### config.mk
export PLATFORM = sky130hd
export DESIGN_NAME = mul_cyc_ctrl_flat
export DESIGN_NICKNAME = d
export VERILOG_FILES = /design/src/rtl/mul_cyc_ctrl_pkg.sv /design/src/rtl/mul_cyc_ctrl_if.sv /design/src/rtl/mul_cyc_ctrl_dec.sv /design/src/rtl/mul_cyc_ctrl.sv /design/src/flat_wrapper.sv
export SDC_FILE = /design/constraint.sdc
export NUM_CORES = 1
export LEC_CHECK = 0
export ABC_AREA = 1
export BUFFER_PORTS_ARGS = -buffer_cell sky130_fd_sc_hd__buf_2
export CORE_UTILIZATION = 46
export DETAILED_ROUTE_END_ITERATION = 8
export HOLD_SLACK_MARGIN = 0.06
export PLACE_DENSITY = 0.77
export SLEW_MARGIN = 20
export SYNTH_ARGS = -nofsm -noshare
export SYNTH_HDL_FRONTEND = slang
export SYNTH_HIERARCHICAL = 1
export SYNTH_SLANG_ARGS = --single-unit
### constraint.sdc
create_clock -name clk -period 1.7 [get_ports clk]
set_clock_uncertainty 0.1 [all_clocks]
set_input_delay 0.085 -clock clk [delete_from_list [all_inputs] [get_ports clk]]
set_output_delay 0.085 -clock clk [all_outputs]
set_load 0.02 [all_outputs]
### src/rtl/mul_cyc_ctrl_pkg.sv
// Shared control encodings: states, opcodes, pcSrc/aluOp selects.
// Also used by the ALU-control and datapath stages.
package ctrlDefs;

  typedef enum logic [2:0] {
    S_IDLE = 3'd0,
    S_IF   = 3'd1,
    S_ID   = 3'd2,
    S_EX   = 3'd3,
    S_MEM  = 3'd4,
    S_WB   = 3'd5,
    S_HALT = 3'd6
  } state_e;

  localparam logic [5:0] OP_RTYPE = 6'b000000;
  localparam logic [5:0] OP_ADDI  = 6'b001000;
  localparam logic [5:0] OP_ORI   = 6'b001101;
  localparam logic [5:0] OP_LW    = 6'b100011;
  localparam logic [5:0] OP_SW    = 6'b101011;
  localparam logic [5:0] OP_BEQ   = 6'b000100;
  localparam logic [5:0] OP_J     = 6'b000010;
  localparam logic [5:0] OP_HALT  = 6'b111111;

  localparam logic [1:0] PC_SEQ = 2'b00;
  localparam logic [1:0] PC_BR  = 2'b01;
  localparam logic [1:0] PC_JMP = 2'b10;

  localparam logic [1:0] ALU_ADD = 2'b00;
  localparam logic [1:0] ALU_SUB = 2'b01;
  localparam logic [1:0] ALU_FN  = 2'b10;
  localparam logic [1:0] ALU_OR  = 2'b11;

  typedef struct packed {
    logic       fecAbl;
    logic       decAbl;
    logic       exeAbl;
    logic       memAbl;
    logic       wbAbl;
    logic       memWr;
    logic [1:0] pcSrc;
    logic [1:0] aluOp;
    logic       halted;
  } ctrl_t;

  function automatic logic op_known(input logic [5:0] op);
    return (op == OP_RTYPE) || (op == OP_ADDI) ||
           (op == OP_ORI)   || (op == OP_LW)   ||
           (op == OP_SW)    || (op == OP_BEQ)  ||
           (op == OP_J)     || (op == OP_HALT);
  endfunction

endpackage

### src/rtl/mul_cyc_ctrl_if.sv
// Control bundle between the sequencer and the datapath stages.
// Perf counters exist only with MUL_CYC_CTRL_PERF_EN defined.
interface mul_cyc_ctrl_if;
  logic        run;
  logic [5:0]  irOutOpe;
  logic        aluZero;
  logic        fecAbl;
  logic        decAbl;
  logic        exeAbl;
  logic        memAbl;
  logic        wbAbl;
  logic        memWr;
  logic [1:0]  pcSrc;
  logic [1:0]  aluOp;
  logic        halted;
  logic        illegal;
  logic [2:0]  stateOut;
`ifdef MUL_CYC_CTRL_PERF_EN
  logic [31:0] cycCnt;
  logic [31:0] insCnt;
`endif

  modport master (
    input  run, irOutOpe, aluZero,
    output fecAbl, decAbl, exeAbl, memAbl, wbAbl,
    output memWr, pcSrc, aluOp, halted, illegal,
    output stateOut
`ifdef MUL_CYC_CTRL_PERF_EN
    , output cycCnt, insCnt
`endif
  );

  modport slave (
    output run, irOutOpe, aluZero,
    input  fecAbl, decAbl, exeAbl, memAbl, wbAbl,
    input  memWr, pcSrc, aluOp, halted, illegal,
    input  stateOut
`ifdef MUL_CYC_CTRL_PERF_EN
    , input cycCnt, insCnt
`endif
  );
endinterface

### src/rtl/mul_cyc_ctrl_dec.sv
// ctrl_dec: combinational map of (state, opcode, zero)
// onto the per-stage enable/select vector.
module ctrl_dec
  import ctrlDefs::*;
(
  input  state_e     i_state,
  input  logic [5:0] i_op,
  input  logic       i_zero,
  output ctrl_t      o_ctrl
);

  always_comb begin
    o_ctrl = '0;
    unique case (i_state)
      S_IF: begin
        o_ctrl.fecAbl = 1'b1;
        o_ctrl.pcSrc  = PC_SEQ;
      end
      S_ID: begin
        o_ctrl.decAbl = 1'b1;
        if (i_op == OP_J) begin
          o_ctrl.fecAbl = 1'b1;
          o_ctrl.pcSrc  = PC_JMP;
        end
      end
      S_EX: begin
        o_ctrl.exeAbl = 1'b1;
        unique case (i_op)
          OP_RTYPE: o_ctrl.aluOp = ALU_FN;
          OP_ORI:   o_ctrl.aluOp = ALU_OR;
          OP_BEQ: begin
            o_ctrl.aluOp = ALU_SUB;
            if (i_zero) begin
              o_ctrl.fecAbl = 1'b1;
              o_ctrl.pcSrc  = PC_BR;
            end
          end
          default:  o_ctrl.aluOp = ALU_ADD;
        endcase
      end
      S_MEM: begin
        o_ctrl.memAbl = 1'b1;
        o_ctrl.memWr  = (i_op == OP_SW);
      end
      S_WB:    o_ctrl.wbAbl  = 1'b1;
      S_HALT:  o_ctrl.halted = 1'b1;
      default: o_ctrl = '0;
    endcase
  end

endmodule

### src/rtl/mul_cyc_ctrl.sv
// Multi-cycle CPU control FSM: state register and next-state logic.
// Optional perf counters: define MUL_CYC_CTRL_PERF_EN.
module mul_cyc_ctrl
  import ctrlDefs::*;
(
  input  logic           clk,
  input  logic           rst,
  mul_cyc_ctrl_if.master bus
);

  state_e r_state;
  state_e w_next;
  logic   r_illegal;
  ctrl_t  w_ctrl;
  logic   w_bad_op;

  assign w_bad_op = (r_state == S_ID) &&
                    !op_known(bus.irOutOpe);

  always_ff @(posedge clk) begin
    if (rst) begin
      r_state   <= S_IDLE;
      r_illegal <= 1'b0;
    end else begin
      r_state <= w_next;
      if (w_bad_op)
        r_illegal <= 1'b1;
    end
  end

  always_comb begin
    w_next = r_state;
    unique case (r_state)
      S_IDLE: if (bus.run) w_next = S_IF;
      S_IF:   w_next = S_ID;
      S_ID: begin
        if (bus.irOutOpe == OP_J)         w_next = S_IF;
        else if (bus.irOutOpe == OP_HALT) w_next = S_HALT;
        else if (w_bad_op)                w_next = S_IF;
        else                              w_next = S_EX;
      end
      S_EX: begin
        unique case (bus.irOutOpe)
          OP_RTYPE,
          OP_ADDI,
          OP_ORI:  w_next = S_WB;
          OP_LW,
          OP_SW:   w_next = S_MEM;
          default: w_next = S_IF;
        endcase
      end
      S_MEM: w_next = (bus.irOutOpe == OP_LW) ? S_WB : S_IF;
      S_WB:   w_next = S_IF;
      S_HALT: w_next = S_HALT;
      default: w_next = S_IDLE;
    endcase
  end

  ctrl_dec u_dec (
    .i_state (r_state),
    .i_op    (bus.irOutOpe),
    .i_zero  (bus.aluZero),
    .o_ctrl  (w_ctrl)
  );

  // Reset forces everything low in the reset cycle itself, even mid-instruction.
  assign bus.fecAbl   = !rst && w_ctrl.fecAbl;
  assign bus.decAbl   = !rst && w_ctrl.decAbl;
  assign bus.exeAbl   = !rst && w_ctrl.exeAbl;
  assign bus.memAbl   = !rst && w_ctrl.memAbl;
  assign bus.wbAbl    = !rst && w_ctrl.wbAbl;
  assign bus.memWr    = !rst && w_ctrl.memWr;
  assign bus.halted   = !rst && w_ctrl.halted;
  assign bus.illegal  = !rst && r_illegal;
  assign bus.pcSrc    = rst ? 2'b00 : w_ctrl.pcSrc;
  assign bus.aluOp    = rst ? 2'b00 : w_ctrl.aluOp;
  assign bus.stateOut = rst ? 3'd0 : r_state;

`ifdef MUL_CYC_CTRL_PERF_EN
  logic [31:0] r_cyc;
  logic [31:0] r_ins;
  logic        w_retire;

  assign w_retire = (w_next == S_IF) &&
                    ((r_state == S_ID) || (r_state == S_EX) ||
                     (r_state == S_MEM) || (r_state == S_WB));

  always_ff @(posedge clk) begin
    if (rst) begin
      r_cyc <= '0;
      r_ins <= '0;
    end else begin
      if (r_state != S_IDLE && r_state != S_HALT)
        r_cyc <= r_cyc + 32'd1;
      if (w_retire)
        r_ins <= r_ins + 32'd1;
    end
  end

  assign bus.cycCnt = rst ? 32'd0 : r_cyc;
  assign bus.insCnt = rst ? 32'd0 : r_ins;
`endif

endmodule
### src/flat_wrapper.sv
// flat-port wrapper written by rule: the top's interface ports become plain ports
module mul_cyc_ctrl_flat import ctrlDefs::*;
  (clk, rst, bus_run, bus_irOutOpe, bus_aluZero, bus_fecAbl, bus_decAbl, bus_exeAbl, bus_memAbl, bus_wbAbl, bus_memWr, bus_pcSrc, bus_aluOp, bus_halted, bus_illegal, bus_stateOut);
  mul_cyc_ctrl_if bus_i ();
  input  logic clk;
  input  logic rst;
  input wire logic [$bits(bus_i.run)-1:0] bus_run;
  input wire logic [$bits(bus_i.irOutOpe)-1:0] bus_irOutOpe;
  input wire logic [$bits(bus_i.aluZero)-1:0] bus_aluZero;
  output wire logic [$bits(bus_i.fecAbl)-1:0] bus_fecAbl;
  output wire logic [$bits(bus_i.decAbl)-1:0] bus_decAbl;
  output wire logic [$bits(bus_i.exeAbl)-1:0] bus_exeAbl;
  output wire logic [$bits(bus_i.memAbl)-1:0] bus_memAbl;
  output wire logic [$bits(bus_i.wbAbl)-1:0] bus_wbAbl;
  output wire logic [$bits(bus_i.memWr)-1:0] bus_memWr;
  output wire logic [$bits(bus_i.pcSrc)-1:0] bus_pcSrc;
  output wire logic [$bits(bus_i.aluOp)-1:0] bus_aluOp;
  output wire logic [$bits(bus_i.halted)-1:0] bus_halted;
  output wire logic [$bits(bus_i.illegal)-1:0] bus_illegal;
  output wire logic [$bits(bus_i.stateOut)-1:0] bus_stateOut;
  assign bus_i.run = bus_run;
  assign bus_i.irOutOpe = bus_irOutOpe;
  assign bus_i.aluZero = bus_aluZero;
  assign bus_fecAbl = bus_i.fecAbl;
  assign bus_decAbl = bus_i.decAbl;
  assign bus_exeAbl = bus_i.exeAbl;
  assign bus_memAbl = bus_i.memAbl;
  assign bus_wbAbl = bus_i.wbAbl;
  assign bus_memWr = bus_i.memWr;
  assign bus_pcSrc = bus_i.pcSrc;
  assign bus_aluOp = bus_i.aluOp;
  assign bus_halted = bus_i.halted;
  assign bus_illegal = bus_i.illegal;
  assign bus_stateOut = bus_i.stateOut;
  mul_cyc_ctrl u_core (.clk(clk), .rst(rst), .bus(bus_i));
endmodule
==> results.txt <==
- The worst setup path is captured at an output port.
- GR Util All Layers: between 20% and 30%
* Die width: roughly 39 um
* Depth of the CTS H-tree: 1
* Result of the run: complete, no violations
- For this run the aggregate overflow at the end of global routing stands at 0.
* Global-route wire length before repair: 2490 um
- For this run, the leading register cell type out of synthesis is dfxtp_1.
* Cell type with the highest aggregate area in the netlist: inv_1
* Number of placed cells counting well taps: between 150 and 200
- Die Footprint: 1510 um2
- Flip-flop and latch count after synthesis: 4
- After detailed routing, the number of remaining DRC violations is 0.
* Arrival time reported for the critical path endpoint: about 1.3 ns
* Clock-pin transition on the worst setup and hold timing paths: around 0.04 ns
- Async set-or-reset flop fraction in the synthesized netlist: 0%
- Buffers on Ports: 24
* Fmax achieved: between 600 and 700 MHz
- Worst setup path category: flip-flop to output port
* Multi-input logic area: roughly 400 um2
- In the final layout, the share of cells above drive strength 1 is 22.8%.
- Initial antenna violation count: 0
- Effective utilization at floorplan: 52.5%
* Number of buffers inserted during clock tree synthesis: 3
* Via count of the first global-routing pass: between 600 and 700
- Top-level I/O count: 25
* Post-route design area: about 790 um2
* Vias after detailed routing: roughly 800
- In the post-synthesis netlist, the cell with the most instances is inv_1.
- Post-synthesis sequential area ratio: between 10 and 15%
* Hold crit path type: primary input to flip-flop
- The filler cells instantiated in the layout total around 130.
* Cell types occupying the most area after synthesis: inv_1 (21%), nor2_1 (20%), dfxtp_1 (13%)
- Minimum clock period after layout: approximately 1.5 ns
- After synthesis, the largest area contributor takes up 21.1% of total cell area.
* Number of warnings issued by yosys: 6
- Netlist cell types: 16
- At the pin with the least slew margin, the transition time is roughly 0.28 ns.
- Measured along the y axis, the die boundary spans about 39 um.
- Across the run, the number of max-cap violations was 0.
- The clock passes through at most 2 buffers.
- The floorplan has 12 rows.
- Final setup viols: 0
- Detailed placement ended at an HPWL of 1160 um.
- Headroom to the max-slew limit: about four fifths
* Ratio of routed vias to standard cells: 4.65
- STA classifies the critical path startpoint as a flip-flop.
- The detail route stage leaves a number of antenna-violating nets equal to 0.
* Max IR drop VDD: 0.557 mV
- Total area of sequential cells: between 80 and 90 um2
- Endpoints failing hold: 0
- Share of the cycle needed by the critical path after routing: 89.0%
- N_diodes: 0
- Area grow syn2layout: 26.1%
* Routed Wire Length: 1460 um
- Clock latency at the later pin of the worst-skew pair: 0.24 ns
* Total Neg Setup Slack: 0 ns
- CTS placed an instance of clkbuf_4 at the clock tree root.
* Pre-antenna DRT Iters: 4
- Routability congestion estimate from global placement: roughly 0.8
- Synthesized area divided by synthesized cell count: 4.72 um2
- Clock tree synthesis found a total of 4 sinks.
* Setup repair after global routing missed its margin: false
- The finished layout holds roughly 170 standard cells, fillers aside.
- Number of nets produced by synthesis: approximately 140
- TritonCTS built the clock tree.
* Post-CTS setup buffers: 0
* Maximum number of pins on one net before global-route repair: 19
- In this run the static leakage power is 0.471 nW.
- Routed len/inst: ~8.5 um
- The commonest cells after synthesis are inv_1 (35), nor2_1 (33), nand2_1 (20).
* Required time of the critical path: ~1.5 ns
- In this run the cell area measured after placement is approximately 750 um2.
* CP Max Fanout: 6
- The synthesized netlist occupies a cell area of 623 um2.
- Synth Instances: 132
* First DRT Iteration DRCs: 11
* Number of enable flip-flop cells after synthesis: 0
- Minimum hold slack: roughly 0.13 ns
* Number of pins exceeding their max-slew limit in the final report: 0
- Dividing total power by cell area gives a power density of 552 nW/um2.
- The floorplan step defined a core boundary enclosing about 1200 um2.
- Number of nets at the end of the flow: between 150 and 200
-- state kept, by name (all words and copies together) (netlist names) --
name,cells
u_core/r_state,3
u_core/r_illegal,1
-- cells by family (layout without fill, tap and decap cells) --
| family | count (synthesis) | after routing | synth area share (%) |
|---|---|---|---|
| AOI/OAI and AO/OA | 10 | 10 | 8.43 |
| buffers and inverters | 38 | 64 | 23.1 |
| DFF | 4 | 4 | 12.9 |
| and+or+nand+nor | 80 | 80 | 55.6 |
-- worst max-delay path: stages (launching register included) --
cell and delay (ns):
dfxtp_1 0.42, nand3_2 0.15, nor2_1 0.11, nand2_1 0.07, nand3_1 0.07, inv_1 0.04, nor2_1 0.07, buf_2 0.16
-- stage by stage --
step / total power, mW / setup WS (ns) / utilization, %
final: 0.434 / 0.187 / 66.2
after detailed placement: 0.313 / 0.349 / 63.4
after CTS: 0.441 / 0.0835 / 66.1
after floorplan: 0.258 / 0.404 / -
after global placement: 0.310 / 0.363 / 63.4
after global routing: 0.479 / 0.0167 / 66.2
-- worst paths after layout --
path | startpoint | end | slack [ns] | cells after the start
max | u_core/r_state[0] | bus_fecAbl | 0.19 | 7
min | rst | u_core/r_illegal | 0.13 | 2
max reg2reg | u_core/r_state[0] | u_core/r_state[1] | 0.38 | 10
min reg2reg | u_core/r_illegal | u_core/r_illegal | 0.37 | 2
-- layout make-up --
class | instances | area share (%)
repair buffers | 25 | 16.6
inverters | 36 | 17.2
multi-input cells | 90 | 50.8
well taps | 14 | 2.23
flip-flops and latches | 4 | 10.4
clock buffers | 3 | 2.87
-- metal layers --
layer | global-route usage [%] | routed length [um] | up-vias
li1 | - | - | 448
met1 | 27.7 | 676 | 331
met2 | 43.3 | 715 | 18
met3 | 3.47 | 53 | 2
met4 | 5.17 | 12 | 0
met5 | 0 | 0 | -
-- cell usage in the layout (no fill, tap or decap), drive strengths merged --
cell type / count
nor2: 38
inv: 36
buf: 24
nand2: 20
nand3: 17
a21oi: 5
nor3: 4
o21ai: 4
dfxtp: 4
clkbuf: 3
dlygate4sd3: 1
o211ai: 1
and2: 1
-- timing repair --
item | CTS | global route
resized for setup | 0 | 2
endpoints found under the hold margin | 1 | 0
setup endpoints to repair | 0 | 2
hold buffers | 1 | 0
-- report_power, final --
group          switching [mW]  internal (mW)
clock network          0.0418         0.0792
logic                   0.121         0.0660
registers              0.0178          0.108
Power figures use the tool's default switching activity.
